**src/rtl/proc_itr_ctrl.sv**
```systemverilog
// Interrupt controller: rising-edge pending latch, mask, fixed priority, one-cycle itr pulse, ID read ack; ITR_TIMER_EN adds a periodic timer source.
// Latency: source edge to itr pulse 2 cycles; id_data/id_sel are combinational on req_in/addr_in.
// Backpressure: none; after a pulse, further interrupts are held in pending until the core reads the ID.
module proc_itr_ctrl #(
   parameter int NUBITS = 16,
   parameter int NUIOIN = 2,
   parameter int NUIOOU = 2,
   parameter int NSRC   = 4,
   parameter int MSKADD = 0,
   parameter int TMRADD = 1,
   parameter int IDADD  = 0
) (
   input  logic                      clk,
   input  logic                      rst,
   input  logic [NSRC-1:0]           src,
   input  logic                      out_en,
   input  logic [$clog2(NUIOOU)-1:0] addr_out,
   input  logic [NUBITS-1:0]         io_out,
   input  logic                      req_in,
   input  logic [$clog2(NUIOIN)-1:0] addr_in,
   output logic [NUBITS-1:0]         id_data,
   output logic                      id_sel,
   output logic                      itr
);

`ifdef ITR_TIMER_EN
   localparam int NS = NSRC + 1;
`else
   localparam int NS = NSRC;
`endif
   localparam int IW  = (NS > 1) ? $clog2(NS) : 1;
   localparam int AOW = $clog2(NUIOOU);
   localparam int AIW = $clog2(NUIOIN);
   localparam logic [AOW-1:0] MSK_A = MSKADD[AOW-1:0];
   localparam logic [AIW-1:0] ID_A  = IDADD[AIW-1:0];

   typedef enum logic [1:0] {IDLE, FIRE, WAIT} state_t;

   state_t          state;
   logic [NSRC-1:0] src_q;
   logic [NS-1:0]   pending;
   logic [NS-1:0]   mask;
   logic [NS-1:0]   act;
   logic [NS-1:0]   edge_v;
   logic [NS-1:0]   clr;
   logic [IW-1:0]   win;
   logic            any;
   logic            id_rd;
   logic            msk_wr;

   assign act    = pending & mask;
   assign any    = |act;
   assign id_rd  = req_in && (addr_in == ID_A);
   assign msk_wr = out_en && (addr_out == MSK_A);

   // Scan from the top so the lowest active index is the last one written.
   always_comb begin
      win = '0;
      for (int i = NS - 1; i >= 0; i--) begin
         if (act[i]) win = IW'(i);
      end
   end

   always_comb begin
      clr = '0;
      if (id_rd && any) clr = NS'(1) << win;
   end

   assign id_sel  = id_rd;
   assign id_data = (id_rd && any) ? {1'b1, {(NUBITS-1-IW){1'b0}}, win} : '0;

`ifdef ITR_TIMER_EN
   localparam logic [AOW-1:0] TMR_A = TMRADD[AOW-1:0];

   logic [NUBITS-1:0] period;
   logic [NUBITS-1:0] count;
   logic              tick;

   assign tick = (period != '0) && (count == period - 1'b1);

   always_ff @(posedge clk or posedge rst) begin
      if (rst) begin
         period <= '0;
         count  <= '0;
      end else if (out_en && addr_out == TMR_A) begin
         period <= io_out;
         count  <= '0;
      end else if (tick) begin
         count <= '0;
      end else if (period != '0) begin
         count <= count + 1'b1;
      end
   end

   // The timer tick behaves as a rising edge on source index NSRC.
   assign edge_v = {tick, src & ~src_q};
`else
   logic unused_ok;
   assign unused_ok = &{1'b0, io_out[NUBITS-1:NS], TMRADD[0]};
   assign edge_v    = src & ~src_q;
`endif

   always_ff @(posedge clk or posedge rst) begin
      if (rst) begin
         src_q   <= '1;
         pending <= '0;
         mask    <= '0;
         state   <= IDLE;
         itr     <= 1'b0;
      end else begin
         src_q   <= src;
         // A fresh edge beats the acknowledge clear on the same bit.
         pending <= (pending & ~clr) | edge_v;
         if (msk_wr) mask <= io_out[NS-1:0];
         itr <= 1'b0;
         case (state)
            IDLE: begin
               if (any) begin
                  state <= FIRE;
                  itr   <= 1'b1;
               end
            end
            FIRE:    state <= WAIT;
            WAIT:    if (id_rd) state <= IDLE;
            default: state <= IDLE;
         endcase
      end
   end

endmodule

```
**config.mk**
```make
export PLATFORM = sky130hd
export DESIGN_NAME = proc_itr_ctrl
export DESIGN_NICKNAME = d
export VERILOG_FILES = /design/src/rtl/proc_itr_ctrl.sv
export SDC_FILE = /design/constraint.sdc
export NUM_CORES = 1
export LEC_CHECK = 0
export ABC_AREA = 0
export ABC_CLOCK_PERIOD_IN_PS = 1700
export BUFFER_PORTS_ARGS = -buffer_cell sky130_fd_sc_hd__clkbuf_2
export CAP_MARGIN = 20
export CORE_MARGIN = 4
export CORE_UTILIZATION = 45
export DETAILED_ROUTE_END_ITERATION = 10
export PLACE_DENSITY = 0.83
export SYNTH_ARGS = -nofsm -noshare
export SYNTH_HDL_FRONTEND = slang
export SYNTH_SLANG_ARGS = --single-unit
```
**constraint.sdc**
```tcl
create_clock -name clk -period 1.7 [get_ports clk]
set_input_delay 0.17 -clock clk [delete_from_list [all_inputs] [get_ports clk]]
set_output_delay 0.17 -clock clk [all_outputs]
set_load 0.01 [all_outputs]
```
==> results of run 1 <==
[logic make-up (layout without fill, tap and decap cells)]
family                 after synthesis  in the layout  share of synthesized area (%)
DFF                                 15             15                           51.2
and+or+nand+nor                     17             17                           16.5
buffers and inverters               19             33                           16.8
other                                1             13                          0.505
AOI/OAI and AO/OA                    7              7                           7.58
muxes                                5              5                           7.41
[layout make-up]
class | instances | area share (%)
well taps | 16 | 2.28
clock buffers | 4 | 3.00
flip-flops and latches | 15 | 43.4
repair buffers | 23 | 16.0
multi-input cells | 42 | 32.2
inverters | 6 | 3.14
[sequential cells by signal, summed over array words and instances, names as in the netlist]
register and cells:
mask 4, itr 1, state 2, src_q 4, pending 4
[through the flow]
stage	instance area [sq um]	total power, mW
after detailed placement	801	0.672
after global placement	801	0.659
final	877	0.865
after floorplan	788	0.632
after global routing	877	0.927
after CTS	877	0.880
[final timing paths]
| kind | startpoint | endpoint | slack, ns | depth (start not counted) |
|---|---|---|---|---|
| min in group asynchronous | rst | state[0]$_DFFE_PP0P_ | 0.46 | 3 |
| max reg2reg | pending[2]$_DFF_PP0_ | state[0]$_DFFE_PP0P_ | 0.64 | 3 |
| min | io_out[1] | mask[1]$_DFFE_PP0P_ | 0.11 | 2 |
| max | pending[2]$_DFF_PP0_ | id_data[15] | 0.19 | 4 |
| min reg2reg | state[1]$_DFFE_PP0P_ | itr$_DFF_PP0_ | 0.48 | 1 |
| max in group asynchronous | rst | src_q[3]$_DFF_PP1_ | 0.87 | 3 |
[critical path, delay by kind of cell, from the launching register on]
family / cells / cell delay, ns
and+or+nand+nor: 2 / 0.28
DFF: 1 / 0.41
AOI/OAI and AO/OA: 1 / 0.26
buffers and inverters: 1 / 0.12
[Yosys cell counts]
cell type,n
a22o_1,3
nor2_1,2
conb_1,1
nand2_4,2
and3_4,1
nand2b_4,1
dfrtp_1,11
a21oi_1,1
a21boi_0,1
clkinv_4,1
inv_1,5
a22oi_1,1
mux2_1,4
nand3_4,1
nor2b_2,1
nor3_1,2
nand2_1,4
nand4_1,1
a221o_1,1
buf_4,13
nand3_1,2
dfstp_2,4
mux2i_1,1
[report_power, final]
part | internal (mW) | switching (mW) | total [mW]
clock network | 0.0908 | 0.102 | 0.193
registers | 0.426 | 0.0535 | 0.479
logic | 0.0940 | 0.0984 | 0.192
total | 0.611 | 0.254 | 0.865
[metal layers]
metal / wire, microns / vias to the layer above / track usage (%)
met4: 23 / 0 / 6.73
met5: 0 / - / 0
met3: 74 / 2 / 3.68
li1: - / 241 / -
met1: 511 / 213 / 12.6
met2: 609 / 18 / 19.3
==> metrics, run 1 <==
status finished, final reports clean; Core Box Area ~0.0015 sq mm; most frequent cells in the layout 18 x clkbuf_2, 13 x conb_1, 11 x dfrtp_1, 5 x inv_1, 5 x dlygate4sd3_1; DP Wirelength 984 microns; via-per-instance ratio 4.47; setup tns final 0 ns; min Tclk post-route 1.51 ns; Worst Hold Margin 0.109 ns; antenna-violating nets left 0; Final Non-Filler Cells 106; Vias around 470; pre-CTS setup slack about 0.49 ns; setup violators final 0; RSZ-0062 raised after global routing false; Synth warnings 0; DIE AREA 0.00237 sq mm; final slew viol count 0; CTS Hold Buffers Added 5; WL per Instance 11.5 microns; Starting Density 48.2%; CP max stage delay 0.41 ns; final core occ a little under three fifths; vias in the first global route 505; H-Tree Depth 1; DRC 0; Root Driver clkbuf_4; Worst Setup End Kind output pin; initial antenna violation count 0; worst rel slew slack ~65%; Worst Path Arrival roughly 1.3 ns; postcts setup bufs 0; FP Rows 14; Crit Path Class reg2out; Unique masters post-synth 23; GR Overflow Total 0; Pleak roughly 0.45 nW; initial DRC count 5; PostCTS Resize Cnt 0; Synth-to-Final Area Change 18.0%; FF+latch count, synth 15; largest net degree at the start of global routing 16; Worst-path clk slew 0.08 ns; Worst-Margin Slew 0.531 ns; Post-Synthesis Cell Area 743 sq um; CP required 1.53 ns; # clock sinks 15; Port Buf Inserts 18; fin nets 117; area of the multi-input gates roughly 280 sq um; GP Congestion 0.690; CTS tree yes; CTS max path bufs 2; Syn Inst Count 64; sequential cell area fraction in the yosys report about half; first-pass GRT wire length 2170 microns; fin crit share 89.0%; Fin Clk Skew 0.00256 ns; MaxCap Viol Count 0; Hold Path Class in2reg; total global-route track usage 11.6%; Die H 48.6 microns; Synth area leader dfrtp_1; PnR worst setup slack 0.187 ns; Hold Vio Cnt, Final 0; CP cell instances a22oi_1 -> and3_4 -> nor2_1 -> clkbuf_2; Fillers 140; routed wire length 1220 microns; Synth area leaders dfrtp_1 37%, dfstp_2 14%, buf_4 13%, mux2_1 6.1%, a22o_1 3.5%; Max Fanout on Critical Path 3; DR pass1 iterations 2; Placed Cells 97; ant diodes 0; slowest CP cell dfrtp_1; peak supply drop 0.571 mV; commonest non-fill, non-tap cell in the layout clkbuf_2; Fmax 661 MHz; Mean Syn Cell Area 11.6 sq um; clk_lat worst skew approximately 0.27 ns; Sequential Area ~380 sq um; IO Pins 44; top cell type's share of synthesized area 37.0%; CP Launch Type flip-flop; fraction of layout cells with a size suffix above 1 35.6%; die width 48.6 microns; CTS Buf Count 3; Power Dens Cells 986 mW/mm^2
No activity file was read; power rests on OpenSTA's default activity.
==> run 2, diff against run 1 <==
--- a/config.mk
+++ b/config.mk
@@ -12,7 +12,7 @@
 export CORE_MARGIN = 4
 export CORE_UTILIZATION = 45
 export DETAILED_ROUTE_END_ITERATION = 10
-export PLACE_DENSITY = 0.83
+export PLACE_DENSITY_LB_ADDON = 0.12
 export SYNTH_ARGS = -nofsm -noshare
 export SYNTH_HDL_FRONTEND = slang
 export SYNTH_SLANG_ARGS = --single-unit
==> metrics, run 2 (same netlist as run 1, synthesis figures left out) <==
status finished, final reports clean; reg-to-reg slack, setup 0.67 ns (+0.03 ns); largest net degree at the start of global routing 16 (unchanged); CTS tree yes; RSZ-0062 raised after global routing false; initial antenna violation count 0 (unchanged); slowest CP cell dfrtp_1; Worst Reg2Reg Path Length in Cells 3 (unchanged); Port Buf Inserts 18 (unchanged); Root Driver clkbuf_4; clk_lat worst skew 0.28 ns (about the same); commonest non-fill, non-tap cell in the layout clkbuf_2; setup tns final 0 ns (unchanged); Hold Path End mask[2]$_DFFE_PP0P_; peak supply drop 0.470 mV (-18%); initial DRC count 12 (+7); CP max stage delay 0.41 ns (about the same); via-per-instance ratio 4.61 (+3.2%); Worst-Margin Slew 0.550 ns (+0.0184 ns); FP Rows 14 (unchanged); most frequent cells in the layout 18 x clkbuf_2, 13 x conb_1, 11 x dfrtp_1, 5 x inv_1, 5 x dlygate4sd3_1; DR pass1 iterations 4 (+2); H-Tree Depth 1 (unchanged); Power Dens Cells 987 mW/mm^2 (+0.14%); CP cell instances a22oi_1 -> and3_4 -> nor2_1 -> clkbuf_2; Pleak 0.447 nW (unchanged); Die H 48.6 microns (unchanged); top flop regs mask (4), pending (4), src_q (4); CTS max path bufs 2 (unchanged); total global-route track usage 11.4% (-0.18 points); routed wire length 1190 microns (-2.5%); # clock sinks 15 (unchanged); Vias 489 (+3.2%); Synth-to-Final Area Change 18.0% (unchanged); Worst Path Arrival 1.30 ns (-0.04 ns); DP Wirelength 887 microns (-9.9%); die width 48.6 microns (unchanged); postcts setup bufs 0 (unchanged); Placed Cells 97 (unchanged); Fmax 682 MHz (+3.2%); GP Congestion 0.699 (+1.4%); reg2reg end pending[3]$_DFF_PP0_; WL per Instance 11.2 microns (-2.5%); min Tclk post-route 1.47 ns (-0.0475 ns); IO Pins 44 (unchanged); MaxCap Viol Count 0 (unchanged); final slew viol count 0 (unchanged); Worst-path clk slew 0.08 ns (about the same); DIE AREA 0.00237 sq mm (unchanged); ant diodes 0 (unchanged); Worst Setup End Kind output pin; worst rel slew slack 63.3% (-1.2 points); fraction of layout cells with a size suffix above 1 35.6% (unchanged); GR Overflow Total 0 (unchanged); WHS Path Cells 2 (unchanged); Max Fanout on Critical Path 4 (+1); CTS Buf Count 3 (unchanged); Hold Vio Cnt, Final 0 (unchanged); antenna-violating nets left 0 (unchanged); Final Non-Filler Cells 106 (unchanged); Starting Density 48.2% (unchanged); Critical R2R Launch mask[0]$_DFFE_PP0P_; worst hold start io_out[2]; Core Box Area 0.00154 sq mm (unchanged); first-pass GRT wire length 2150 microns (-0.97%); setup violators final 0 (unchanged); CP Launch Type flip-flop; DRC 0 (unchanged); vias in the first global route 495 (-2.0%); Crit Path Class reg2out; fin nets 117 (unchanged); Hold Path Class in2reg; Fin Clk Skew 0.000987 ns (-0.00157 ns); fin crit share 86.2% (-2.8 points); CP required 1.53 ns (about the same)
## run 2: cell counts in the layout (fill, tap and decap cells not counted)
No cell type changed its count.
## run 2: where the power goes
part | total [mW] | internal (mW) | switching (mW)
Clock | 0.198 | 0.0910 | 0.107
Sequential | 0.478 | 0.426 | 0.0521
Combinational | 0.190 | 0.0939 | 0.0958
## run 2: cell type report
type | count | area (sq um)
fill | 136 | 664
sequential | 15 | 380
multi-input combinational | 42 | 283
timing repair buffer | 23 | 140
inverter | 6 | 27.5
clock buffer | 4 | 26.3
tap | 16 | 20.0
## run 2: metal layers
metal  wire length, microns  track usage (%)  up-vias  part of all wire [%]
met5                      0                0        -                     0
met4                      7             5.38        0                  0.59
met3                    107             3.68        2                   9.0
met2                    543             16.7       21                    46
met1                    528             15.0      225                    44
li1                       -                -      241                     -
## run 2: what timing repair did
action,4_1_cts,5_1_grt
endpoints found under the hold margin,15,0
hold buffers,5,0
gates resized for setup,0,0
## run 2: worst max-delay path by stage
stage | start | to | slack, ns | cells past startpoint
finish | mask[2]$_DFFE_PP0P_ | id_data[15] | 0.23 | 4
global route | mask[2]$_DFFE_PP0P_ | id_data[15] | 0.10 | 4
CTS | mask[2]$_DFFE_PP0P_ | id_data[15] | 0.22 | 4
detailed placement | mask[2]$_DFFE_PP0P_ | id_data[15] | 0.54 | 4
global placement | mask[2]$_DFFE_PP0P_ | id_data[15] | 0.53 | 4
floorplan | pending[2]$_DFF_PP0_ | id_data[15] | 0.68 | 3
## run 2: critical path: cells and delay by family, from the launching register on
kind / cells / cell delay, ns
simple gates: 2 / 0.27
buf+inv: 1 / 0.12
flops: 1 / 0.41
compound gates: 1 / 0.22
## run 2: through the flow
stage                     setup WS (ns)  hold slack, ns  total power [mW]  area, sq um  utilization [%]
final                             0.235           0.101             0.866          877             56.9
after global routing              0.104          0.0953             0.934          877             56.9
after CTS                         0.223          0.0956             0.879          877             56.9
after detailed placement          0.539           0.235             0.669          801             51.9
after global placement            0.531           0.224             0.663          801             51.9
after floorplan                   0.681          0.0686             0.632          788                -
==> run 3, diff against run 2 <==
--- a/config.mk
+++ b/config.mk
@@ -7,11 +7,11 @@
 export LEC_CHECK = 0
 export ABC_AREA = 0
 export ABC_CLOCK_PERIOD_IN_PS = 1700
-export BUFFER_PORTS_ARGS = -buffer_cell sky130_fd_sc_hd__clkbuf_2
 export CAP_MARGIN = 20
-export CORE_MARGIN = 4
-export CORE_UTILIZATION = 45
+export CORE_AREA = 4 4 41 43
 export DETAILED_ROUTE_END_ITERATION = 10
+export DIE_AREA = 0 0 45 47
+export DONT_BUFFER_PORTS = 1
 export PLACE_DENSITY_LB_ADDON = 0.12
 export SYNTH_ARGS = -nofsm -noshare
 export SYNTH_HDL_FRONTEND = slang
==> metrics, run 3 (same netlist as run 1, synthesis figures left out) <==
status finished, final reports clean; final slew viol count 0 (unchanged); Starting Density 57.1% (+8.9 points); fin crit share 82.7% (-3.5 points); PostCTS Resize Cnt 0 (unchanged); M3 GR Usage 3.45% (-0.23 points); DRC 0 (unchanged); CP max stage delay 0.41 ns (about the same); worst rel slew slack 63.8% (+0.49 points); setup violators final 0 (unchanged); # clock sinks 15 (unchanged); Core Box Area 0.00130 sq mm (-16%); GR Overflow Total 0 (unchanged); antenna-violating nets left 0 (unchanged); WL per Instance 13.1 microns (+17%); fraction of layout cells with a size suffix above 1 19.4% (-16 points); slowest CP cell dfrtp_1; Pleak 0.371 nW (-17%); Worst Path Arrival 1.24 ns (-0.06 ns); H-Tree Depth 1 (unchanged); routed wire length 1140 microns (-4.2%); DIE AREA 0.00212 sq mm (-11%); Worst Setup End Kind output pin; DR pass1 iterations 3 (-1); peak supply drop 0.579 mV (+23%); first-pass GRT wire length 1900 microns (-12%); largest net degree at the start of global routing 16 (unchanged); Port Buf Inserts 0 (-18); IO Pins 44 (unchanged); reg-to-reg slack, setup 0.66 ns (about the same); postcts setup bufs 0 (unchanged); vias in the first global route 440 (-11%); ant diodes 0 (unchanged); Hold Vio Cnt, Final 0 (unchanged); Worst-path clk slew 0.08 ns (about the same); total global-route track usage 13.1% (+1.7 points); CTS tree yes; CTS max path bufs 2 (unchanged); CP cell instances a22oi_1 -> and3_4 -> nor2_1; Worst-Margin Slew 0.542 ns (-0.00737 ns); Max Fanout on Critical Path 3 (-1); gr busiest metal met2; most frequent cells in the layout 13 x conb_1, 11 x dfrtp_1, 5 x inv_1, 5 x dlygate4sd3_1; met2 Usage GRT 20.1% (+3.3 points); Crit Path Class reg2out; met1 Use GR 15.6% (+0.61 points); setup tns final 0 ns (unchanged); Synth-to-Final Area Change 5.72%; commonest non-fill, non-tap cell in the layout conb_1; fin nets 99 (-15%); DP Wirelength 880 microns (-0.87%); RSZ-0062 raised after global routing false; Root Driver clkbuf_4; Fmax 712 MHz (+4.3%); Vias 429 (-12%); min Tclk post-route 1.41 ns (-0.0598 ns); crit-path leading delay family flip-flops; Design Power 0.843 mW (-2.6%); Hold Path Class in2reg; clk_lat worst skew 0.28 ns (about the same); GP Congestion 0.697 (-0.29%); via-per-instance ratio 4.93 (+6.9%); Fin Clk Skew 0.00162 ns (+0.000638 ns); Worst Hold Margin 0.0163 ns (-0.0850 ns); FP Rows 13 (-1); Fillers 121 (-11%); top flop regs mask (4), pending (4), src_q (4); Die H 47 microns (-3.4%); CP Launch Type flip-flop; CP required 1.53 ns (about the same); CTS Buf Count 3 (unchanged); Power Dens Cells 1070 mW/mm^2 (+8.7%); die width 45 microns (-7.5%); initial antenna violation count 0 (unchanged); worst path buffer plus inverter count 0 (-1); initial DRC count 3 (-9); MaxCap Viol Count 0 (unchanged)
[run 3: cell count changes in the layout (fill, tap and decap cells not counted)]
cell / before / now
clkbuf_2: 18 / 0
[run 3: path summary, 6_finish.rpt]
check                                       end                 start  depth (start not counted)
setup / recovery                    id_data[15]  pending[2]$_DFF_PP0_                          3
hold / removal              mask[1]$_DFFE_PP0P_             io_out[1]                          1
setup reg to reg                  itr$_DFF_PP0_  pending[2]$_DFF_PP0_                          3
hold reg to reg            state[0]$_DFFE_PP0P_  state[0]$_DFFE_PP0P_                          1
max in group asynchronous    src_q[1]$_DFF_PP1_                   rst                          2
min in group asynchronous         itr$_DFF_PP0_                   rst                          2
[run 3: metal layers]
metal  up-vias  wire length (microns)
li1        204                      -
met1       195                    484
met2        25                    478
met3         5                    138
met4         0                     36
met5         -                      0
[run 3: where the power goes]
part | internal [mW] | leakage (nW) | switching [mW]
clock network | 0.0912 | 0.0150 | 0.109
logic | 0.0722 | 0.191 | 0.0819
registers | 0.426 | 0.165 | 0.0633
total | 0.590 | 0.371 | 0.254
[run 3: worst register-to-register path, stage by stage, from the launching register on]
cell and delay (ns):
dfrtp_1 0.41, a22oi_1 0.24, and3_4 0.23, nor3_1 0.05
[run 3: per-stage QoR]
| stage | utilization, % | std cells | cell area [sq um] | setup WS [ns] |
|---|---|---|---|---|
| after floorplan | - | 76 | 788 | 0.681 |
| after global placement | 54.5 | 78 | 709 | 0.616 |
| after detailed placement | 54.5 | 78 | 709 | 0.608 |
| after CTS | 60.4 | 87 | 786 | 0.281 |
| after global routing | 60.4 | 87 | 786 | 0.209 |
| final | 60.4 | 87 | 786 | 0.295 |
[run 3: cell type report]
type | count | area [sq um] | share of cell area [%]
inverters | 6 | 27.5 | 3.50
clock buffers | 4 | 26.3 | 3.34
well taps | 15 | 18.8 | 2.39
multi-input cells | 42 | 283 | 36.0
repair buffers | 5 | 50.0 | 6.37
flip-flops and latches | 15 | 380 | 48.4
[run 3: timing repair]
action,4_1_cts,5_1_grt
endpoints found under the hold margin,15,0
hold buffers,5,0
endpoints found under the setup margin,0,0
